**config.mk**
```make
export PLATFORM = sky130hd
export DESIGN_NAME = sram_port_arbiter
export DESIGN_NICKNAME = d
export VERILOG_FILES = /design/src/rtl/sram_arb_pkg.sv /design/src/rtl/sram_port_arbiter.sv
export SDC_FILE = /design/constraint.sdc
export NUM_CORES = 1
export LEC_CHECK = 0
export CORE_ASPECT_RATIO = 0.7
export CORE_UTILIZATION = 26
export CTS_CLUSTER_SIZE = 40
export DETAILED_ROUTE_END_ITERATION = 10
export PLACE_DENSITY_LB_ADDON = 0.12
export SLEW_MARGIN = 20
export SYNTH_ARGS = -nofsm -noshare
export SYNTH_HDL_FRONTEND = slang
export SYNTH_SLANG_ARGS = --single-unit
export TNS_END_PERCENT = 10
```
**constraint.sdc**
```tcl
create_clock -name clk -period 3.1 [get_ports clk]
set_clock_uncertainty 0.2 [all_clocks]
set_input_delay 0.62 -clock clk [delete_from_list [all_inputs] [get_ports clk]]
set_output_delay 0.62 -clock clk [all_outputs]
set_load 0.005 [all_outputs]
```
**src/rtl/sram_arb_pkg.sv**
```systemverilog
// Shared types for the SRAM port arbiter: port identifiers, data width and
// the request bundle that is forwarded to the single-port SRAM.
package sram_arb_pkg;

    localparam int DATA_W        = 8;
    localparam int ARB_ADDR_BITS = 16;

    typedef enum logic {
        PORT_CTRL = 1'b0,
        PORT_HOST = 1'b1
    } port_id_t;

    typedef struct packed {
        logic                     we;
        logic [ARB_ADDR_BITS-1:0] addr;
        logic [DATA_W-1:0]        wdata;
    } mem_req_t;

endpackage

```
**src/rtl/sram_port_arbiter.sv**
```systemverilog
// Per-cycle req/gnt arbiter sharing one synchronous SRAM between the control
// unit (port 0) and the JTAG host (port 1), with host anti-starvation.
import sram_arb_pkg::*;

module sram_port_arbiter #(
    parameter int ADDR_BITS = 16,
    parameter int MAX_WAIT  = 8,
    parameter int WAIT_W    = 8
) (
    input  logic                 clk,
    input  logic                 aclr,
    input  logic                 excl,
    input  logic                 p0_req,
    input  logic                 p0_we,
    input  logic [ADDR_BITS-1:0] p0_addr,
    input  logic [DATA_W-1:0]    p0_wdata,
    output logic                 p0_gnt,
    output logic                 p0_rvalid,
    input  logic                 p1_req,
    input  logic                 p1_we,
    input  logic [ADDR_BITS-1:0] p1_addr,
    input  logic [DATA_W-1:0]    p1_wdata,
    output logic                 p1_gnt,
    output logic                 p1_rvalid,
    output logic [DATA_W-1:0]    rdata,
    output logic                 mem_we,
    output logic [ADDR_BITS-1:0] mem_addr,
    output logic [DATA_W-1:0]    mem_wdata,
    input  logic [DATA_W-1:0]    mem_rdata,
    output logic [WAIT_W-1:0]    p1_wait_max
);

    localparam logic [WAIT_W-1:0] MAX_WAIT_C = WAIT_W'(MAX_WAIT);

    logic [1:0]        r_rv;
    logic [WAIT_W-1:0] r_wait_cnt;
    logic [WAIT_W-1:0] r_wait_max;

    logic              w_gnt0;
    logic              w_gnt1;
    logic              w_any_gnt;
    port_id_t          w_owner;
    logic              w_p1_denied;
    logic [WAIT_W:0]   w_wait_inc;

    // Grants are masked while aclr is high so nothing reaches the SRAM in reset.
    always_comb begin
        w_gnt0 = 1'b0;
        w_gnt1 = 1'b0;
        if (!aclr) begin
            if (excl) begin
                w_gnt0 = p0_req;
            end else if (p0_req && p1_req) begin
                if (r_wait_cnt == MAX_WAIT_C) begin
                    w_gnt1 = 1'b1;
                end else begin
                    w_gnt0 = 1'b1;
                end
            end else begin
                w_gnt0 = p0_req;
                w_gnt1 = p1_req;
            end
        end
    end

    assign w_any_gnt = w_gnt0 | w_gnt1;
    assign w_owner   = w_gnt1 ? PORT_HOST : PORT_CTRL;

    always_comb begin
        mem_we    = 1'b0;
        mem_addr  = '0;
        mem_wdata = '0;
        if (w_any_gnt) begin
            if (w_owner == PORT_HOST) begin
                mem_we    = p1_we;
                mem_addr  = p1_addr;
                mem_wdata = p1_wdata;
            end else begin
                mem_we    = p0_we;
                mem_addr  = p0_addr;
                mem_wdata = p0_wdata;
            end
        end
    end

    assign w_p1_denied = p1_req && !w_gnt1 && !excl;
    assign w_wait_inc  = {1'b0, r_wait_cnt} + (WAIT_W+1)'(1);

    // Wait count is held, not cleared, under excl so the host is served first after it drops.
    always_ff @(posedge clk or posedge aclr) begin
        if (aclr) begin
            r_rv       <= 2'b00;
            r_wait_cnt <= '0;
            r_wait_max <= '0;
        end else begin
            r_rv <= {w_gnt1 & ~p1_we, w_gnt0 & ~p0_we};

            if (!p1_req || w_gnt1) begin
                r_wait_cnt <= '0;
            end else if (w_p1_denied && r_wait_cnt != MAX_WAIT_C) begin
                r_wait_cnt <= w_wait_inc[WAIT_W-1:0];
            end

            if (w_p1_denied && w_wait_inc > {1'b0, r_wait_max}) begin
                r_wait_max <= w_wait_inc[WAIT_W] ? '1 : w_wait_inc[WAIT_W-1:0];
            end
        end
    end

    assign p0_gnt      = w_gnt0;
    assign p1_gnt      = w_gnt1;
    assign p0_rvalid   = r_rv[0];
    assign p1_rvalid   = r_rv[1];
    assign rdata       = mem_rdata;
    assign p1_wait_max = r_wait_max;

endmodule

```
# Word level (Yosys, flattened, before mapping)
# Index checks and enable logic that the tools add are counted.
# classes
add_sub_neg	1
magnitude_cmp	1
n_mux	18
bitwise	5
eq_ne	2
reduce_logical	10
# op_table
op	n
8-bit two-way mux	5
16-bit two-way mux	2
1-bit two-way mux	11
8-bit by 1-bit adder with 9-bit output, second input constant	1
9-bit by 8-bit > comparator with 1-bit output	1
8-bit by 4-bit equality test with 1-bit output, second input constant	1
8-bit by 4-bit != test with 1-bit output, second input constant	1
1-bit logical AND	5
1-bit zero test	3
1-bit AND	2
1-bit inverter	2
2-bit nonzero test	1
1-bit logical OR	1
1-bit OR	1
# word_totals
ff_bits	18
in_bits	63
wordCells	40

# Logic depth before layout (Yosys ltp)
# Gate-level depths: netlist of the first run.
# logic_depth
depth_word	11
ltp_mapped	11

# Least setup slack after synthesis of the first run
# Ideal clock, no wire load.
# synth_path
path_kind	reg2reg
from	register r_wait_cnt[0]
to	register r_wait_max[0], in the netlist p1_wait_max[0]
setup_slack_ns	0.119
required_time_ns	2.775
arrival_time_ns	2.656
setup_time_ns	0.125
stages_incl_launch_ff	11
synth_period_minus_slack_ns	2.981
path_cell_list	dfrtp_1 ha_1 nand3_4 nor2_1 xor2_1 ha_1 a211oi_1 o211ai_1 nand3_1 a2111oi_4 mux2_4
# synth_between
elab_chain_len	9
word_cells_on_any_way	12
classes_between	1 x add/sub; 1 x order compare; 1 x eq/ne; 5 x mux; 4 x reduce/logical
# synth_lines
element	line_no	text
start, declared	sram_port_arbiter.sv:36	logic [WAIT_W-1:0] r_wait_cnt;
start signal, assigned	sram_port_arbiter.sv:101	r_wait_cnt <= w_wait_inc[WAIT_W-1:0];
branches (longest 9 deep; another with 8-bit by 1-bit adder with 9-bit output)	n/a	
end signal, assigned	sram_port_arbiter.sv:105	r_wait_max <= w_wait_inc[WAIT_W] ? '1 : w_wait_inc[WAIT_W-1:0];
end, declared	sram_port_arbiter.sv:37	logic [WAIT_W-1:0] r_wait_max;
# Several ways; the timed one is not identified.
# A chain may end at the register's enable or synchronous reset.

# Worst setup path after layout of the first run
# layout_path
from	register r_wait_cnt[4]
to	output mem_addr[4]
# layout_between
elab_chain_len	8
word_cells_on_any_way	13
classes_between	1 x eq/ne; 11 x mux; 1 x bitwise
# layout_lines
element	line_no	text
8-bit by 4-bit equality test with 1-bit output *	sram_port_arbiter.sv:54	if (r_wait_cnt == MAX_WAIT_C) begin
1-bit two-way mux	sram_port_arbiter.sv:54	
1-bit two-way mux	sram_port_arbiter.sv:53	end else if (p0_req && p1_req) begin
1-bit two-way mux	sram_port_arbiter.sv:51	if (excl) begin
1-bit two-way mux	sram_port_arbiter.sv:50	if (!aclr) begin
1-bit two-way mux	sram_port_arbiter.sv:67	assign w_owner = w_gnt1 ? PORT_HOST : PORT_CTRL;
16-bit two-way mux	sram_port_arbiter.sv:74	if (w_owner == PORT_HOST) begin
16-bit two-way mux *	sram_port_arbiter.sv:73	if (w_any_gnt) begin
end, declared	sram_port_arbiter.sv:27	output logic [ADDR_BITS-1:0] mem_addr,
# Mark *: on every way between the ends. The rest lies on a longest branch, timed or not.

==> flow_summary.toml, run 1 <==
[critical_path]
cp.required_ns = 2.28
slowest_stage = "or3_4"
reg2reg_setup_slack_ns = 0.15
cp-startpoint = "r_wait_cnt[4]"
critPathTopFamily = "simple AND/OR/NAND/NOR gates"
path_cells = "or3_4, or2_1, a211o_1, inv_2, buf_16, nand2_1, a21oi_1, dlygate4sd2_1"
startpoint_type = "flop"
cpPeakStageDelay_ns = 0.39
ff2ff_path_depth = 11
crit_type = "reg2out"
reg2reg_to = "p1_wait_max[3]"
crit_arrival_ns = 2.26
critPathBufInv = 3
crit_fanout = 13
r2r-start = "r_wait_cnt[0]"
critPathCaptureType = "primary output"

[sta]
slew_headroom_pct = 77.4
final.setup.worst_slack_ns = 0.0244
whs_ns = 0.351
max_freq_mhz = 325
worstMarginPinSlew_ns = 0.336
setup_violations = 0
timing.setup.tns_ns = 0
final_max_slew_viol_count = 0
layout_min_cycle_time_ns = 3.08
min_period_over_period_pct = 99.2
hold_viol = 0
rsz0062_at_grt = "yes"

[synth]
ys.warnings.count = 0
synth_area_um2 = 1660
synthCells = 221
synth_edf_count = 0
synthesis.nets = 294
synth-main-ff-cell = "dfrtp_1"
synth_cell_type_count = 41
ys_ff_latch = 18
syn_avg_cell_area_um2 = 7.51
ys_seq_area_share_pct = 27.1
async_flop_share_pct = 100

[clock_network]
cts.reportedPaths.clkPinSlew_ns = 0.07
root_buffer = "clkbuf_8"
cts_buffers = 3
hold_buffers = 0
htreeDepth = 1
cts_tree = "yes"
cts_max_path_buffers = 2
numClockSinks = 18
insertion_delay_ns = 0.26

[global_route]
track_usage_pct = 15.2
grt_pass1_wl_um = 8040
overflow = 0
antenna_found_initial = 0
grt_pass1_vias = 1639
grt_max_degree = 30

[finish]
fin_nets = 396
multi_input_area_um2 = 1060
seqCellArea_um2 = 452
final_layout_size_suffix_gt1_share_pct = 21.5
final_cell_area_um2 = 2740
num-fill-cells = 611
syn_to_final_growth_pct = 65.3
antennaDiodeCount = 0

[place]
dp_hpwl_um = 4290
dpl_worst_slack_ns = -0.207
place_area_um2 = 2740
gp_congestion = 0.820
port_buffers = 91

[floorplan]
die_w_um = 97.5
core_area_um2 = 5930
boundaryPins = 108
row_count = 23
dieHeight_um = 68.8
die_area_um2 = 6710
initial_core_util_pct = 28.0

[status]
status = "finished, final reports clean"

[power_and_ir_drop]
power_frac_seq_pct = 40.9
finalPower_uw = 584
switching_power_uw = 154
sw_frac_of_total_pct = 26.3
powerDensity_nw_per_um2 = 213
vdd_drop_max_uv = 95.8
p_leak_nw = 1.28
pwr-share-comb_pct = 30.6
clockPowerShare_pct = 28.4
p_int_uw = 431

[drt]
routed_wl_um = 5390
firstDrtPassIters = 4
drc = 0
avgRoutedWirePerCell_um = 13.6
drt_iter0_markers = 41
vias = 1791
viasPerCell = 4.52
final_antenna_net_count = 0

[run]
cap_violations = 0

[worst_hold_path]
hold_path.class = "reg2reg"
min_from = "p1_wait_max[3]"
min_to = "p1_wait_max[3]"
min_delay_path_depth = 1
-- cell families after synthesis --
family	after synthesis	synth area share (%)
AOI/OAI and AO/OA	43	16.3
xor gates and xnor gates	9	4.75
adders and majority gates	10	7.54
buffers and inverters	33	10.3
DFF	18	27.1
muxes	9	6.03
and+or+nand+nor	99	27.9
-- metal layers --
layer | global-route usage (%) | vias to the layer above | wire [µm] | share of wire (%)
li1 | - | 938 | - | -
met4 | 5.33 | 0 | 85 | 1.6
met2 | 21.9 | 26 | 2460 | 46
met3 | 3.23 | 7 | 160 | 3.0
met5 | 0 | - | 0 | 0
met1 | 22.3 | 820 | 2680 | 50
-- power by group through the flow --
stage	registers [mW]	logic (mW)	clock network (mW)
global placement	0.244	0.193	0
finish	0.239	0.179	0.166
detailed placement	0.244	0.192	0
floorplan	0.246	0.0635	0
CTS	0.239	0.185	0.177
global route	0.239	0.197	0.181
-- through the flow --
stage,utilization (%),instances
2_1_floorplan,-,221
3_3_place_gp,46.3,391
3_5_place_dp,46.3,391
6_report,46.3,396
5_1_grt,46.3,396
4_1_cts,47.2,395
-- worst register-to-register path: cells and delay by family, from the launching register on --
kind | cells | cell delay, ns
AND/OR/NAND/NOR | 3 | 0.40
buffers and inverters | 2 | 0.33
AO/OA/AOI/OAI | 2 | 0.56
adder cells (fa/ha/maj) | 2 | 0.55
flip-flops | 1 | 0.34
multiplexers | 1 | 0.30
XOR/XNOR | 1 | 0.15
-- final cells by class --
class / count / share of cell area, %
flip-flops and latches: 18 / 16.5
multi-input cells: 170 / 38.8
clock buffers: 3 / 1.51
inverters: 14 / 1.92
repair buffers: 116 / 37.9
well taps: 75 / 3.42
-- Yosys cell counts, drive strengths merged, types with 3 or more instances --
master,count,share of area (%)
inv,14,3.2
a21oi,28,8.4
ha,10,7.5
dfrtp,18,27
nand4,4,1.9
nor2,14,3.6
clkbuf,4,0.90
xnor2,6,3.2
mux2i,7,4.2
nand2b,4,1.5
o21ai,5,1.5
nand3,5,2.3
nand2,60,14
buf,15,6.3
xor2,3,1.6
-- timing repair --
action | CTS | global route
resized for setup | 38 | 47
buffers inserted | 0 | 1
cloned | 1 | 0
setup endpoints to repair | 26 | 29
pin swaps | 1 | 1
-- how the worst max path moves through the flow --
stage / cells after the start / slack [ns] / endpoint
2_1_floorplan: 10 / 0.12 / p1_wait_max[0]
3_3_place_gp: 8 / -0.24 / mem_wdata[0]
3_5_place_dp: 8 / -0.21 / mem_wdata[0]
4_1_cts: 6 / -0.09 / p1_gnt
5_1_grt: 8 / -0.08 / mem_addr[4]
6_report: 8 / 0.02 / mem_addr[4]
-- flip-flops by register name (all words and copies together) (netlist names) --
signal and flops:
p1_wait_max 8, r_wait_cnt 8, r_rv 2
-- placed cells by master, fill, tap and decap left out, types with 3 or more instances in the layout --
cell,instances
nand3_1,4
nand2_1,60
clkbuf_8,3
nor2_1,12
xor2_1,3
nand4_1,3
xnor2_1,6
clkbuf_2,21
mux2i_1,7
dfrtp_1,17
inv_1,13
o21ai_1,3
nand2b_1,4
a21oi_2,4
buf_4,22
a21oi_1,24
clkdlybuf4s50_1,64
ha_1,9
(Power assumes the default switching activity.)
==> run 2: changes to the inputs <==
--- a/config.mk
+++ b/config.mk
@@ -9,7 +9,8 @@
 export CORE_UTILIZATION = 26
 export CTS_CLUSTER_SIZE = 40
 export DETAILED_ROUTE_END_ITERATION = 10
-export PLACE_DENSITY_LB_ADDON = 0.12
+export HOLD_SLACK_MARGIN = 0.05
+export PLACE_DENSITY = 0.66
 export SLEW_MARGIN = 20
 export SYNTH_ARGS = -nofsm -noshare
 export SYNTH_HDL_FRONTEND = slang
==> flow_summary.toml, run 2 (synthesis results as in run 1) <==
[status]
status = "finished, final reports clean"

[floorplan]
initial_core_util_pct = 28.0
dieHeight_um = 68.8
die_w_um = 97.5
die_area_um2 = 6710
boundaryPins = 108
core_area_um2 = 5930
row_count = 23

[clock_network]
insertion_delay_ns = 0.25
root_buffer = "clkbuf_8"
cts_max_path_buffers = 2
numClockSinks = 18
cts_tree = "yes"
htreeDepth = 1
hold_buffers = 0
cts.reportedPaths.clkPinSlew_ns = 0.07
cts_buffers = 3

[global_route]
grtUsageMet1_pct = 21.2
grt_pass1_vias = 1586
overflow = 0
grt_max_degree = 27
grtUsageMet3_pct = 3.83
use_met2_pct = 21.4
busiest_layer = "met2"
antenna_found_initial = 0
grt_pass1_wl_um = 7650
track_usage_pct = 14.4

[drt]
firstDrtPassIters = 4
avgRoutedWirePerCell_um = 13.9
final_antenna_net_count = 0
viasPerCell = 4.67
drc = 0
vias = 1879
routed_wl_um = 5580
drt_iter0_markers = 67

[finish]
layout_commonest_cell = "clkdlybuf4s50_1"
antennaDiodeCount = 0
num-fill-cells = 615
final_cell_area_um2 = 2870
fin_nets = 402
final_cell_mix = "clkdlybuf4s50_1 (65), nand2_1 (55), buf_4 (25)"
final_layout_size_suffix_gt1_share_pct = 27.8
syn_to_final_growth_pct = 72.7

[critical_path]
critPathCaptureType = "primary output"
crit_fanout = 5
r2r-start = "r_wait_cnt[0]"
cpPeakStageDelay_ns = 0.39
cp.required_ns = 2.28
startpoint_type = "flop"
slowest_stage = "dfrtp_1"
critPathTopFamily = "simple AND/OR/NAND/NOR gates"
reg2reg_setup_slack_ns = 0.12
ff2ff_path_depth = 12
path_cells = "inv_2, ha_4, nand4bb_1, or2_1, a211o_1, inv_4, clkbuf_16, nand2_1, a21oi_2, buf_2"
crit_type = "reg2out"
critPathBufInv = 4
reg2reg_to = "p1_wait_max[0]"
crit_arrival_ns = 2.27

[worst_hold_path]
min_from = "p1_wait_max[7]"
hold_path.class = "reg2reg"
min_to = "p1_wait_max[7]"
min_delay_path_depth = 2

[power_and_ir_drop]
p_int_uw = 439
pwr-share-comb_pct = 33.1
sw_frac_of_total_pct = 26.8
vdd_drop_max_uv = 131
clockPowerShare_pct = 27.0
finalPower_uw = 601
power_frac_seq_pct = 39.9
switching_power_uw = 161
p_leak_nw = 1.35
powerDensity_nw_per_um2 = 210

[sta]
slew_headroom_pct = 56.4
rsz0062_at_grt = "yes"
layout_min_cycle_time_ns = 3.09
setup_violations = 0
worstMarginPinSlew_ns = 0.655
min_period_over_period_pct = 99.7
timing.setup.tns_ns = 0
max_freq_mhz = 323
hold_viol = 0
final_max_slew_viol_count = 0

[place]
port_buffers = 91
dp_hpwl_um = 4340
place_area_um2 = 2770
gp_congestion = 0.810

[run]
cap_violations = 0
==> run 2: timing repair <==
item,CTS,global route
buffers inserted,1,2
setup endpoints to repair,27,32
gates cloned,0,2
pin swaps,2,14
gates resized for setup,28,105
==> run 2: through the flow <==
stage,setup WS [ns],std cells,utilization (%),hold slack (ns)
floorplan,0.119,221,-,0.329
global route,-0.0973,402,48.3,0.370
CTS,-0.0153,398,47.0,0.354
detailed placement,-0.209,394,46.6,0.338
global placement,-0.182,394,46.6,0.334
finish,0.00808,402,48.3,0.348
==> run 2: final cells by class <==
cell class | instances | area [µm²] | area share [%]
inverter | 14 | 55.1 | 1.92
multi-input combinational | 170 | 1150 | 40.1
timing repair buffer | 122 | 1070 | 37.5
clock buffer | 3 | 41.3 | 1.44
tap | 75 | 93.8 | 3.28
sequential | 18 | 450 | 15.7
==> run 2: how the worst max path moves through the flow <==
stage	start	endpoint	slack (ns)	cells past startpoint
floorplan	r_wait_cnt[0]	p1_wait_max[0]	0.12	10
global placement	p1_req	mem_wdata[2]	-0.18	8
detailed placement	p1_req	mem_addr[9]	-0.21	8
CTS	r_wait_cnt[0]	p1_wait_max[2]	-0.02	12
global route	r_wait_cnt[1]	mem_addr[9]	-0.1	10
finish	r_wait_cnt[1]	mem_wdata[7]	0.008	10
==> run 2: worst reg2reg max path, cell delays in order, from the launching register on <==
cell and delay, ns:
dfrtp_1 0.36, buf_4 0.17, and4_1 0.22, and4_4 0.25
nand2b_1 0.13, nand2_1 0.09, ha_1 0.33, nand3_1 0.08
nor2_1 0.12, a211oi_2 0.10, a2111oi_4 0.33, buf_4 0.20
mux2_4 0.29
==> run 2: power groups by stage <==
| stage | logic [mW] | registers (mW) | clock network, mW |
|---|---|---|---|
| after floorplan | 0.0635 | 0.246 | 0 |
| after global placement | 0.193 | 0.244 | 0 |
| after detailed placement | 0.195 | 0.244 | 0 |
| after CTS | 0.184 | 0.239 | 0.171 |
| after global routing | 0.215 | 0.240 | 0.182 |
| final | 0.199 | 0.240 | 0.162 |
==> run 2: layer usage <==
metal	share of wire, %	vias to the layer above
met1	49	883
li1	-	944
met5	0	-
met2	46	48
met4	0.25	0
met3	4.6	4
